File: src/rtl/seq_controller_pkg.sv
// Shared definitions for the sequencing controller: opcodes, register and
// ALU control codes, FSM state encoding and default widths.
package seq_controller_pkg;

  localparam int PC_W     = 5;
  localparam int PROG_LEN = 16;
  localparam int OP_W     = 4;
  localparam int CTRL_W   = 4;

  // Register control codes for the X/Y/Z registers
  localparam logic [3:0] REG_HOLD   = 4'd0;
  localparam logic [3:0] REG_LOAD   = 4'd1;
  localparam logic [3:0] REG_SHIFTR = 4'd2;
  localparam logic [3:0] REG_SHIFTL = 4'd3;
  localparam logic [3:0] REG_CLEAR  = 4'd4;

  // ALU select codes
  localparam logic [3:0] ALU_ADD = 4'd0;

  // Program opcodes; 5..14 execute as NOPs
  localparam logic [3:0] OP_CLEARLD = 4'd0;
  localparam logic [3:0] OP_ADDLD   = 4'd1;
  localparam logic [3:0] OP_ADD     = 4'd2;
  localparam logic [3:0] OP_SHTR    = 4'd3;
  localparam logic [3:0] OP_DISP    = 4'd4;
  localparam logic [3:0] OP_HALT    = 4'd15;

  // Controller states; WAIT is only reachable in single-step builds
  typedef enum logic [2:0] {
    ST_IDLE  = 3'd0,
    ST_FETCH = 3'd1,
    ST_EXEC  = 3'd2,
    ST_WAIT  = 3'd3,
    ST_DONE  = 3'd4
  } state_e;

endpackage

File: src/rtl/seq_decode.sv
// Combinational opcode decoder: instruction register -> X/Y/Z control codes
// and ALU select. The parent registers these values for the EXEC cycle.
module seq_decode
  import seq_controller_pkg::*;
#(
  parameter int OP_W   = 4,
  parameter int CTRL_W = 4
) (
  input  logic [OP_W-1:0]   ir_i,
  output logic [CTRL_W-1:0] tx_o,
  output logic [CTRL_W-1:0] ty_o,
  output logic [CTRL_W-1:0] tz_o,
  output logic [CTRL_W-1:0] tula_o
);

  // Opcode lookup; anything unlisted (NOPs and HALT) leaves every register on HOLD
  always_comb begin
    tx_o   = REG_HOLD;
    ty_o   = REG_HOLD;
    tz_o   = REG_HOLD;
    tula_o = ALU_ADD;
    case (ir_i)
      OP_CLEARLD: begin
        tx_o = REG_LOAD;
        ty_o = REG_CLEAR;
        tz_o = REG_CLEAR;
      end
      OP_ADDLD: begin
        tx_o = REG_LOAD;
        ty_o = REG_LOAD;
      end
      OP_ADD:  ty_o = REG_LOAD;
      OP_SHTR: ty_o = REG_SHIFTR;
      OP_DISP: tz_o = REG_LOAD;
      default: begin
        tx_o = REG_HOLD;
        ty_o = REG_HOLD;
        tz_o = REG_HOLD;
      end
    endcase
  end

endmodule

File: src/rtl/seq_controller.sv
// Multi-cycle sequencing controller for the X/Y/Z register + adder datapath.
// Each instruction takes a FETCH cycle (latch opcode) and an EXEC cycle in
// which the registered control codes are valid for the whole cycle.
// Optional build macro: SEQ_CONTROLLER_SINGLE_STEP_EN adds a step input and a
// WAIT state between instructions.
module seq_controller
  import seq_controller_pkg::*;
#(
  parameter int PC_W     = 5,
  parameter int PROG_LEN = 16,
  parameter int OP_W     = 4,
  parameter int CTRL_W   = 4
) (
  input  logic              clk,
  input  logic              rst,
  input  logic              start,
`ifdef SEQ_CONTROLLER_SINGLE_STEP_EN
  input  logic              step,
`endif
  input  logic [OP_W-1:0]   op_in,
  output logic [PC_W-1:0]   pc,
  output logic [CTRL_W-1:0] tx,
  output logic [CTRL_W-1:0] ty,
  output logic [CTRL_W-1:0] tz,
  output logic [CTRL_W-1:0] tula,
  output logic              busy,
  output logic              done,
  output logic [PC_W-1:0]   instr_cnt
);

  localparam logic [PC_W-1:0] LAST_PC = PC_W'(PROG_LEN - 1);
  localparam logic [PC_W-1:0] CNT_MAX = {PC_W{1'b1}};

  state_e            state_q, state_d;
  logic [PC_W-1:0]   pc_q, pc_d;
  logic [OP_W-1:0]   ir_q, ir_d;
  logic [PC_W-1:0]   cnt_q, cnt_d;
  logic [CTRL_W-1:0] tx_q, tx_d, ty_q, ty_d, tz_q, tz_d, tula_q, tula_d;
  logic              busy_q, busy_d, done_q, done_d;
  logic [CTRL_W-1:0] dec_tx_s, dec_ty_s, dec_tz_s, dec_tula_s;
  logic              last_s;

  // Decode the opcode about to be held in ir so codes register on entry to EXEC
  seq_decode #(
    .OP_W   (OP_W),
    .CTRL_W (CTRL_W)
  ) u_decode (
    .ir_i   (ir_d),
    .tx_o   (dec_tx_s),
    .ty_o   (dec_ty_s),
    .tz_o   (dec_tz_s),
    .tula_o (dec_tula_s)
  );

  assign last_s = (ir_q == OP_HALT) || (pc_q == LAST_PC);

  // State, datapath-control and status registers with asynchronous reset
  always_ff @(posedge clk or posedge rst) begin
    if (rst) begin
      state_q <= ST_IDLE;
      pc_q    <= '0;
      ir_q    <= '0;
      cnt_q   <= '0;
      tx_q    <= REG_HOLD;
      ty_q    <= REG_HOLD;
      tz_q    <= REG_HOLD;
      tula_q  <= ALU_ADD;
      busy_q  <= 1'b0;
      done_q  <= 1'b0;
    end else begin
      state_q <= state_d;
      pc_q    <= pc_d;
      ir_q    <= ir_d;
      cnt_q   <= cnt_d;
      tx_q    <= tx_d;
      ty_q    <= ty_d;
      tz_q    <= tz_d;
      tula_q  <= tula_d;
      busy_q  <= busy_d;
      done_q  <= done_d;
    end
  end

  // Next-state logic: sequencing, pc advance, opcode latch and instruction count
  always_comb begin
    state_d = state_q;
    pc_d    = pc_q;
    ir_d    = ir_q;
    cnt_d   = cnt_q;
    case (state_q)
      ST_IDLE, ST_DONE: begin
        if (start) begin
          state_d = ST_FETCH;
          pc_d    = '0;
          cnt_d   = '0;
        end else begin
          state_d = state_q;
        end
      end
      ST_FETCH: begin
        ir_d    = op_in;
        state_d = ST_EXEC;
      end
      ST_EXEC: begin
        if (cnt_q == CNT_MAX) begin
          cnt_d = cnt_q;
        end else begin
          cnt_d = cnt_q + 1'b1;
        end
        if (last_s) begin
          state_d = ST_DONE;
        end else begin
          pc_d = pc_q + 1'b1;
`ifdef SEQ_CONTROLLER_SINGLE_STEP_EN
          state_d = ST_WAIT;
`else
          state_d = ST_FETCH;
`endif
        end
      end
      ST_WAIT: begin
`ifdef SEQ_CONTROLLER_SINGLE_STEP_EN
        if (step) begin
          state_d = ST_FETCH;
        end else begin
          state_d = ST_WAIT;
        end
`else
        state_d = ST_IDLE;
`endif
      end
      default: state_d = ST_IDLE;
    endcase
  end

  // Output logic: codes only in EXEC, HOLD everywhere else; status from next state
  always_comb begin
    tx_d   = REG_HOLD;
    ty_d   = REG_HOLD;
    tz_d   = REG_HOLD;
    tula_d = ALU_ADD;
    busy_d = 1'b0;
    done_d = 1'b0;
    case (state_d)
      ST_FETCH: busy_d = 1'b1;
      ST_EXEC: begin
        busy_d = 1'b1;
        tx_d   = dec_tx_s;
        ty_d   = dec_ty_s;
        tz_d   = dec_tz_s;
        tula_d = dec_tula_s;
      end
      ST_WAIT: busy_d = 1'b1;
      ST_DONE: done_d = 1'b1;
      default: begin
        busy_d = 1'b0;
        done_d = 1'b0;
      end
    endcase
  end

  assign pc        = pc_q;
  assign tx        = tx_q;
  assign ty        = ty_q;
  assign tz        = tz_q;
  assign tula      = tula_q;
  assign busy      = busy_q;
  assign done      = done_q;
  assign instr_cnt = cnt_q;

endmodule

File: config.mk
export PLATFORM = sky130hd
export DESIGN_NAME = seq_controller
export DESIGN_NICKNAME = d
export VERILOG_FILES = /design/src/rtl/seq_controller_pkg.sv /design/src/rtl/seq_decode.sv /design/src/rtl/seq_controller.sv
export SDC_FILE = /design/constraint.sdc
export NUM_CORES = 1
export LEC_CHECK = 0
export ABC_CLOCK_PERIOD_IN_PS = 1900
export BUFFER_PORTS_ARGS = -buffer_cell sky130_fd_sc_hd__buf_4
export CORE_ASPECT_RATIO = 0.8
export CORE_MARGIN = 2
export CORE_UTILIZATION = 45
export CTS_CLUSTER_SIZE = 24
export DETAILED_ROUTE_END_ITERATION = 8
export PLACE_DENSITY = 0.74
export SKIP_CTS_REPAIR_TIMING = 1
export SLEW_MARGIN = 40
export SYNTH_ARGS = -nofsm -noshare
export SYNTH_HDL_FRONTEND = slang
export SYNTH_SLANG_ARGS = --single-unit
File: constraint.sdc
create_clock -name clk -period 1.9 [get_ports clk]
set_input_delay 0.57 -clock clk [delete_from_list [all_inputs] [get_ports clk]]
set_output_delay 0.57 -clock clk [all_outputs]
set_load 0.02 [all_outputs]
# Yosys cells after proc, flatten, opt, wreduce, memory -nomap -nowiden
# Cells that the tools add are included.
dict set report totals {
  register_bits 31
  latch_bits 0
  ram_bits 0
  mem_bits_ro 0
  in_bits 7
  output_inout_bits 28
  mem_count 0
}
dict set report op_classes {
  addsub 2
  multipliers 0
  div_mod_pow 0
  n_lt_le_gt_ge 0
  eq_ne 17
  n_shift 0
  mux 17
  bitwise_logic 0
  n_reduce_logical 10
}
# op count
set ops {}
lappend ops {{5-bit case mux with 2 select lines} 2}
lappend ops {{3-bit case mux with 3 select lines} 2}
lappend ops {{4-bit two-way mux} 4}
lappend ops {{5-bit two-way mux} 3}
lappend ops {{5-bit by 1-bit adder with 5-bit output, second input constant} 2}
lappend ops {{3-bit by 2-bit == test with 1-bit output, second input constant} 3}
lappend ops {{4-bit by 2-bit == test with 1-bit output, second input constant} 2}
lappend ops {{3-bit by 1-bit == test with 1-bit output, second input constant} 2}
lappend ops {{3-bit == test, second input constant} 2}
lappend ops {{3-bit two-way mux} 2}
lappend ops {{2-bit != test, second input constant} 3}
lappend ops {{3-bit case mux with 2 select lines} 1}
lappend ops {{3-bit AND reduction} 2}
lappend ops {{2-bit OR reduction} 3}
lappend ops {{5-bit by 4-bit == test with 1-bit output, second input constant} 1}
lappend ops {{5-bit == test, second input constant} 1}
lappend ops {{4-bit by 1-bit == test with 1-bit output, second input constant} 1}
lappend ops {{4-bit by 3-bit == test with 1-bit output, second input constant} 1}
lappend ops {{4-bit == test, second input constant} 1}
lappend ops {{4-bit logical NOT} 1}
lappend ops {{3-bit logical NOT} 1}
lappend ops {{1-bit two-way mux} 3}
lappend ops {{3-bit OR reduction} 1}
lappend ops {{2-bit nonzero test} 1}
lappend ops {{1-bit logical OR} 1}

# Logic depth before layout (Yosys ltp)
# Gate-level depths: netlist of run 1.
dict set report depth {
  depth_word 7
  mapped_depth 6
  mapped_depth_nobuf 6
}

# Hierarchy
# From an unflattened synthesis of run 1, not the netlist that was laid out.
dict set report unflattened {
  cells_unflattened 129
  area_unflattened_um2 1542.7
}
# module instances cells_each area_per_inst_um2
set modules_own_cells {}
lappend modules_own_cells {seq_controller 1 110 1410.1}
lappend modules_own_cells {seq_decode 1 19 132.6}

# Worst setup path after synthesis of run 1
# Ideal clock, no wire load.
dict set report synth_timing {
  path_kind {register -> register}
  from {register cnt_q[0] (netlist: instr_cnt[0])}
  to {register cnt_q[3] (netlist: instr_cnt[3])}
  arrival_time_ns 2.049
  required_ns 1.823
  slack_ns -0.227
  path_stages_with_launch 7
  period_less_slack_ns 2.127
  path_cell_list {dfrtp_1 > ha_1 > and3_1 > ha_1 > or4b_4 > or3_1 > a21oi_1}
}
dict set report synth_via {
  elab_chain_len 3
  word_cells_on_any_way 6
  classes_between {add/sub: 1; eq/ne: 2; mux: 2; reduce/logical: 1}
}
# element line
set synth_rtl {}
lappend synth_rtl {{from (decl)} seq_controller.sv:37} ;# logic [PC_W-1:0] cnt_q, cnt_d;
lappend synth_rtl {{from (signal assigned)} seq_controller.sv:74} ;# cnt_q <= cnt_d;
lappend synth_rtl {{5-bit by 1-bit adder with 5-bit output / 5-bit == test (equally long branches)} {seq_controller.sv:108, seq_controller.sv:105}}
lappend synth_rtl {{5-bit two-way mux / 2-bit != test (equally long branches)} n/a}
lappend synth_rtl {{5-bit case mux with 2 select lines / 3-bit AND reduction (equally long branches)} n/a}
# Several ways; a longest one is shown, not always the timed one. The select of a mux whose other input is x is not followed.
# A chain may end at the register's enable or synchronous reset.

# Worst setup path after layout of run 1
dict set report layout_timing {
  from {register cnt_q[1] (netlist: instr_cnt[1])}
  to {register cnt_q[3] (netlist: instr_cnt[3])}
}
# Same word-level chain as after synthesis.

==> results of run 1 <==
routing by layer:
| metal | track usage, % | vias up | wire length, um |
|---|---|---|---|
| li1 | - | 458 | - |
| met1 | 25.2 | 455 | 1140 |
| met2 | 21.8 | 38 | 1080 |
| met3 | 6.44 | 8 | 200 |
| met4 | 4.61 | 0 | 46 |
| met5 | 0 | - | 0 |
cell families (layout without fill, tap and decap cells):
kind of cell    Yosys count  count (layout)  share of synthesized area [%]
other cells               1              10                          0.313
xor+xnor                  1               1                          0.730
fa+ha+maj                 4               4                           4.17
flops                    25              25                           52.1
simple gates             50              50                           21.8
mux                       2               2                           1.67
buf+inv                  20              45                           10.1
compound gates           15              15                           9.07
sequential cells by signal (all words and copies together) (netlist names):
signal and cells:
instr_cnt 5, tx 1, done 1, ty 3, ir_q 4, state_q 3
busy 1, pc 5, tz 2
synthesized netlist by cell type (all sizes together) (3+ instances only):
| cell type | n |
|---|---|
| buf | 12 |
| dfrtp | 25 |
| ha | 4 |
| inv | 6 |
| nand2 | 17 |
| nand3 | 7 |
| nor2 | 8 |
| nor3 | 4 |
| o211ai | 3 |
| o21ai | 4 |
| or3 | 4 |
| or3b | 3 |
per-stage QoR:
stage                     hold slack (ns)  power [W]
after detailed placement            0.494    0.00158
after floorplan                     0.467    0.00129
after global routing                0.285    0.00200
after CTS                           0.284    0.00182
after global placement              0.490    0.00155
final                               0.276    0.00187
cell type report:
cell class	count	area (sq um)	share of cell area, %
inverters	6	22.5	1.48
well taps	36	45.0	2.96
multi-input cells	82	538	35.3
flip-flops and latches	25	628	41.2
repair buffers	35	263	17.3
clock buffers	4	26.3	1.73
critical path: cells and delay by family (launching register included):
| family | cells | cell delay, ns |
|---|---|---|
| DFF | 1 | 0.45 |
| adders and majority gates | 2 | 0.32 |
| and+or+nand+nor | 3 | 1.01 |
| AOI/OAI and AO/OA | 1 | 0.11 |
power groups by stage:
stage | clock, W | sequential, W | combinational [W]
floorplan | 0 | 0.000886 | 0.000403
global placement | 0 | 0.000807 | 0.000741
detailed placement | 0 | 0.000818 | 0.000761
CTS | 0.000242 | 0.000807 | 0.000769
global route | 0.000269 | 0.000830 | 0.000895
finish | 0.000236 | 0.000805 | 0.000824
final timing paths:
| check | from | to | slack (ns) |
|---|---|---|---|
| min | rst | instr_cnt[3] | 0.28 |
| min reg2reg | ir_q[3] | ir_q[3] | 0.52 |
| max in group asynchronous | rst | instr_cnt[0] | 1.38 |
| min in group clk | op_in[3] | tz[0] | 0.40 |
| max reg2reg | instr_cnt[1] | instr_cnt[3] | -0.06 |
| max | instr_cnt[1] | instr_cnt[3] | -0.06 |
layout by cell type, fill, tap and decap left out, types with 3 or more instances in the layout:
| cell | instances |
|---|---|
| buf_4 | 35 |
| dfrtp_1 | 23 |
| nand2_1 | 17 |
| conb_1 | 10 |
| nor2_1 | 8 |
| nand3_1 | 7 |
| inv_1 | 6 |
| nor3_1 | 4 |
| o211ai_1 | 3 |
| o21ai_0 | 3 |
| clkbuf_4 | 3 |
==> results.cfg, run 1 <==
[die]
io_pins = 35
rows = 16
start_util_pct = 48.3
die_x_um = 61.7
core_area_sq_um = 2480
dieArea_sq_um = 3100
die_h_um = 50.2

[layout]
n_antenna_cell = 0
drive_above_1_share_pct = 34.2
finalCoreUtilization_pct = 61.3
area_growth_pct = 26.9
fin_area_sq_um = 1520
final_cells = 188
nets = 164
fillCellCount = 229

[power_and_ir_drop]
pwr-share-clk_pct = 12.7
power_density_nw_per_um2 = 1230
internal-power_w = 0.00112
seqPwrFrac_pct = 43.2
power.leakage_nw = 0.762
combPwrFrac_pct = 44.1
switching_power_w = 0.000743
irDropWorstVdd_mv = 0.633
switching_share_pct = 39.8

[setup_path]
crit_top_cell = ha_4
worstPathCellList = ha_4, and3_4, ha_4, or4b_4, or3_4, a21oi_2
reg2regPathDepth = 6
critPathArrivalTime_ns = 2.22
cp_max_fo = 3
required_ns = 2.16
cp-end-kind = flip-flop
cpMaxStageDelayCell = or4b_4
critPathMaxStageDelay_ns = 0.49
crit_type = flip-flop to flip-flop
worstSetupStartpointType = flip-flop

[global_route]
first_global_vias = 813
grt_max_degree = 26
grt_use_total_pct = 16.6
antenna_found_initial = 0
grt_overflow = 0
grt_pass1_wl_um = 3820

[yosys]
async_flop_share_pct = 100
synth.largest_area_cell = dfrtp_1
avgSynthCellArea_sq_um = 10.2
syn_area_sq_um = 1200
synth.top_cell.area_share_pct = 52.1
ys_seq_elements = 25
synth_cell_type_count = 31
ys_seq_area_share_pct = 52.1
synthCells = 118
yosysWarnings = 0
yosys_most_used_dff = dfrtp_1
ys_top_cells_by_area = dfrtp_1, buf_4, nand2_1
synth_edf_count = 0

[sta]
fin_tns_setup_ns = -0.0575
grt_setup_unrepaired = true
period_share_pct = 103
hold_viol = 0
slew_viol_final = 0
finalCriticalPeriod_ns = 1.96
slew_headroom_pct = 59.9
fmax_mhz = 511
finalClockSkew_ns = 0.00327
worst_slew_pin_slew_ns = 0.600
setup_ws_ns = -0.0575
setup_viol = 1

[flow_run]
drv_cap = 0

[outcome]
violations = setup timing
status = finished with violations

[routing]
vias = 959
drt-total-wl_um = 2460
dr.pass1.iters = 4
drtIter0Drc = 33
ant_nets = 0
wire_per_inst_um = 13.1
drcViolationCount = 0
vias_per_cell = 5.10

[clock_tree]
clock_latency_ns = 0.32
path_clk_slew_ns = 0.13
cts_root_buf = clkbuf_4
cts_tree = built
cts_inserted_buffers = 3
cts_sinks = 25
htreeDepth = 1
cts_buffer_depth = 2

[place]
pre_cts_ws_ns = -0.0390
portBuffers = 24
dp.cells = 182
routabilityCongestion = 0.739
placed_area_sq_um = 1450
hpwlAfterDp_um = 1750

[worst_hold_path]
hold_class = input pin to async pin
Note: power is estimated with default switching activity, not from simulation.
==> run 2, diff against run 1 <==
- ABC_CLOCK_PERIOD_IN_PS: 1900 -> 1700
- clock period: 1.9 -> 1.7 ns (I/O delays scaled with it)
==> run 2 against run 1 <==
Wire length increased by 7.4%. Maximum frequency rose by 1.2%. The flow still finishes with violations (setup timing). Register-to-register slack worse by 0.18 ns.
==> results.cfg, run 2 (synthesis results as in run 1) <==
[outcome]
status = finished with violations
violations = setup timing

[setup_path]
cpMaxStageDelayCell = or4b_4
crit_top_cell = ha_4
worstPathCellList = ha_4, and3_4, ha_4, or4b_4, or3_4, a21oi_2
crit_family = simple AND/OR/NAND/NOR gates
critPathArrivalTime_ns = 2.20
required_ns = 1.97
cp-end-kind = flip-flop
worstSetupStartpointType = flip-flop
critPathMaxStageDelay_ns = 0.48
crit_type = flip-flop to flip-flop
cp_max_fo = 3
crit_buf_inv = 0

[die]
io_pins = 35
rows = 16
dieArea_sq_um = 3100
start_util_pct = 48.3
die_h_um = 50.2
core_area_sq_um = 2480
die_x_um = 61.7

[layout]
ff_latch_area_sq_um = 631
drive_above_1_share_pct = 42.3
nets = 168
n_antenna_cell = 0
fillCellCount = 221
area_growth_pct = 37.1
finalCoreUtilization_pct = 66.3
multi_input_area_sq_um = 624
final_common_cell = buf_4
layout_common_cells = buf_4, dfrtp_1, nand2_1

[routing]
drcViolationCount = 0
vias = 963
ant_nets = 0
drtIter0Drc = 23
dr.pass1.iters = 4
drt-total-wl_um = 2640
vias_per_cell = 5.02
wire_per_inst_um = 13.8

[global_route]
first_global_vias = 945
grt_overflow = 0
grt_pass1_wl_um = 4110
grt_max_degree = 26
grt_use_total_pct = 17.7
antenna_found_initial = 0

[clock_tree]
cts_sinks = 25
htreeDepth = 1
cts_buffer_depth = 2
path_clk_slew_ns = 0.15
clock_latency_ns = 0.32
cts_tree = built
cts_root_buf = clkbuf_4
cts_inserted_buffers = 3

[sta]
finalClockSkew_ns = 0.0110
period_share_pct = 114
setup_ws_ns = -0.235
slew_headroom_pct = 65.3
hold_viol = 0
slew_viol_final = 0
fmax_mhz = 517
setup_viol = 5
worst_slew_pin_slew_ns = 0.519
finalCriticalPeriod_ns = 1.93
grt_setup_unrepaired = true

[power_and_ir_drop]
power.leakage_nw = 0.787
power_density_nw_per_um2 = 1350
total_power_w = 0.00223
irDropWorstVdd_mv = 0.919

[place]
portBuffers = 24
hpwlAfterDp_um = 1830
routabilityCongestion = 0.821

[flow_run]
drv_cap = 0

[worst_hold_path]
hold_class = input pin to async pin
-- run 2: cell types whose count changed in the layout (fill, tap and decap cells not counted), sizes merged --
cell and change:
clkinvlp +1, buf +4, clkbuf -1
-- run 2: path summary, 6_finish.rpt --
kind | from | endpoint | slack, ns | cells past startpoint
worst min-delay path | rst | done | 0.22 | 3
max in group asynchronous | rst | pc[1] | 1.21 | 3
worst min register to register | pc[3] | pc[3] | 0.51 | 1
min in group clk | op_in[3] | tz[0] | 0.35 | 2
worst max-delay path | instr_cnt[1] | instr_cnt[3] | -0.23 | 6
worst max register to register | instr_cnt[1] | instr_cnt[3] | -0.23 | 6
-- run 2: through the flow --
step	setup slack, ns	hold slack, ns	std cells	TNS (ns)	area [sq um]
2_1_floorplan	-0.264	0.467	127	-0.412	1280
3_3_place_gp	-0.159	0.489	187	-0.380	1510
4_1_cts	-0.231	0.226	191	-1.02	1540
3_5_place_dp	-0.199	0.493	187	-0.646	1510
5_1_grt	-0.281	0.252	192	-0.775	1650
6_report	-0.235	0.220	192	-0.506	1650
-- run 2: worst min-delay path, stage by stage --
cell and delay [ns]:
buf_4 0.11, inv_1 0.04, buf_4 0.30
-- run 2: layer usage --
| metal | global-route usage [%] | vias to the layer above | routed length [um] |
|---|---|---|---|
| met5 | 0 | - | 0 |
| met1 | 23.4 | 474 | 1200 |
| li1 | - | 467 | - |
| met2 | 29.1 | 20 | 1310 |
| met4 | 3.55 | 0 | 28 |
| met3 | 4.90 | 2 | 104 |
-- run 2: final cells by class --
type | count | share of cell area [%]
sequential | 25 | 38.3
multi-input combinational | 82 | 37.9
timing repair buffer | 39 | 17.8
tap | 36 | 2.74
clock buffer | 3 | 1.37
inverter | 6 | 1.37
clock inverter | 1 | 0.456
-- run 2: where the power goes --
group	internal [W]	total (W)	switching, W
logic	0.000480	0.00102	0.000536
registers	0.000757	0.000939	0.000183
clock network	0.0000899	0.000274	0.000184
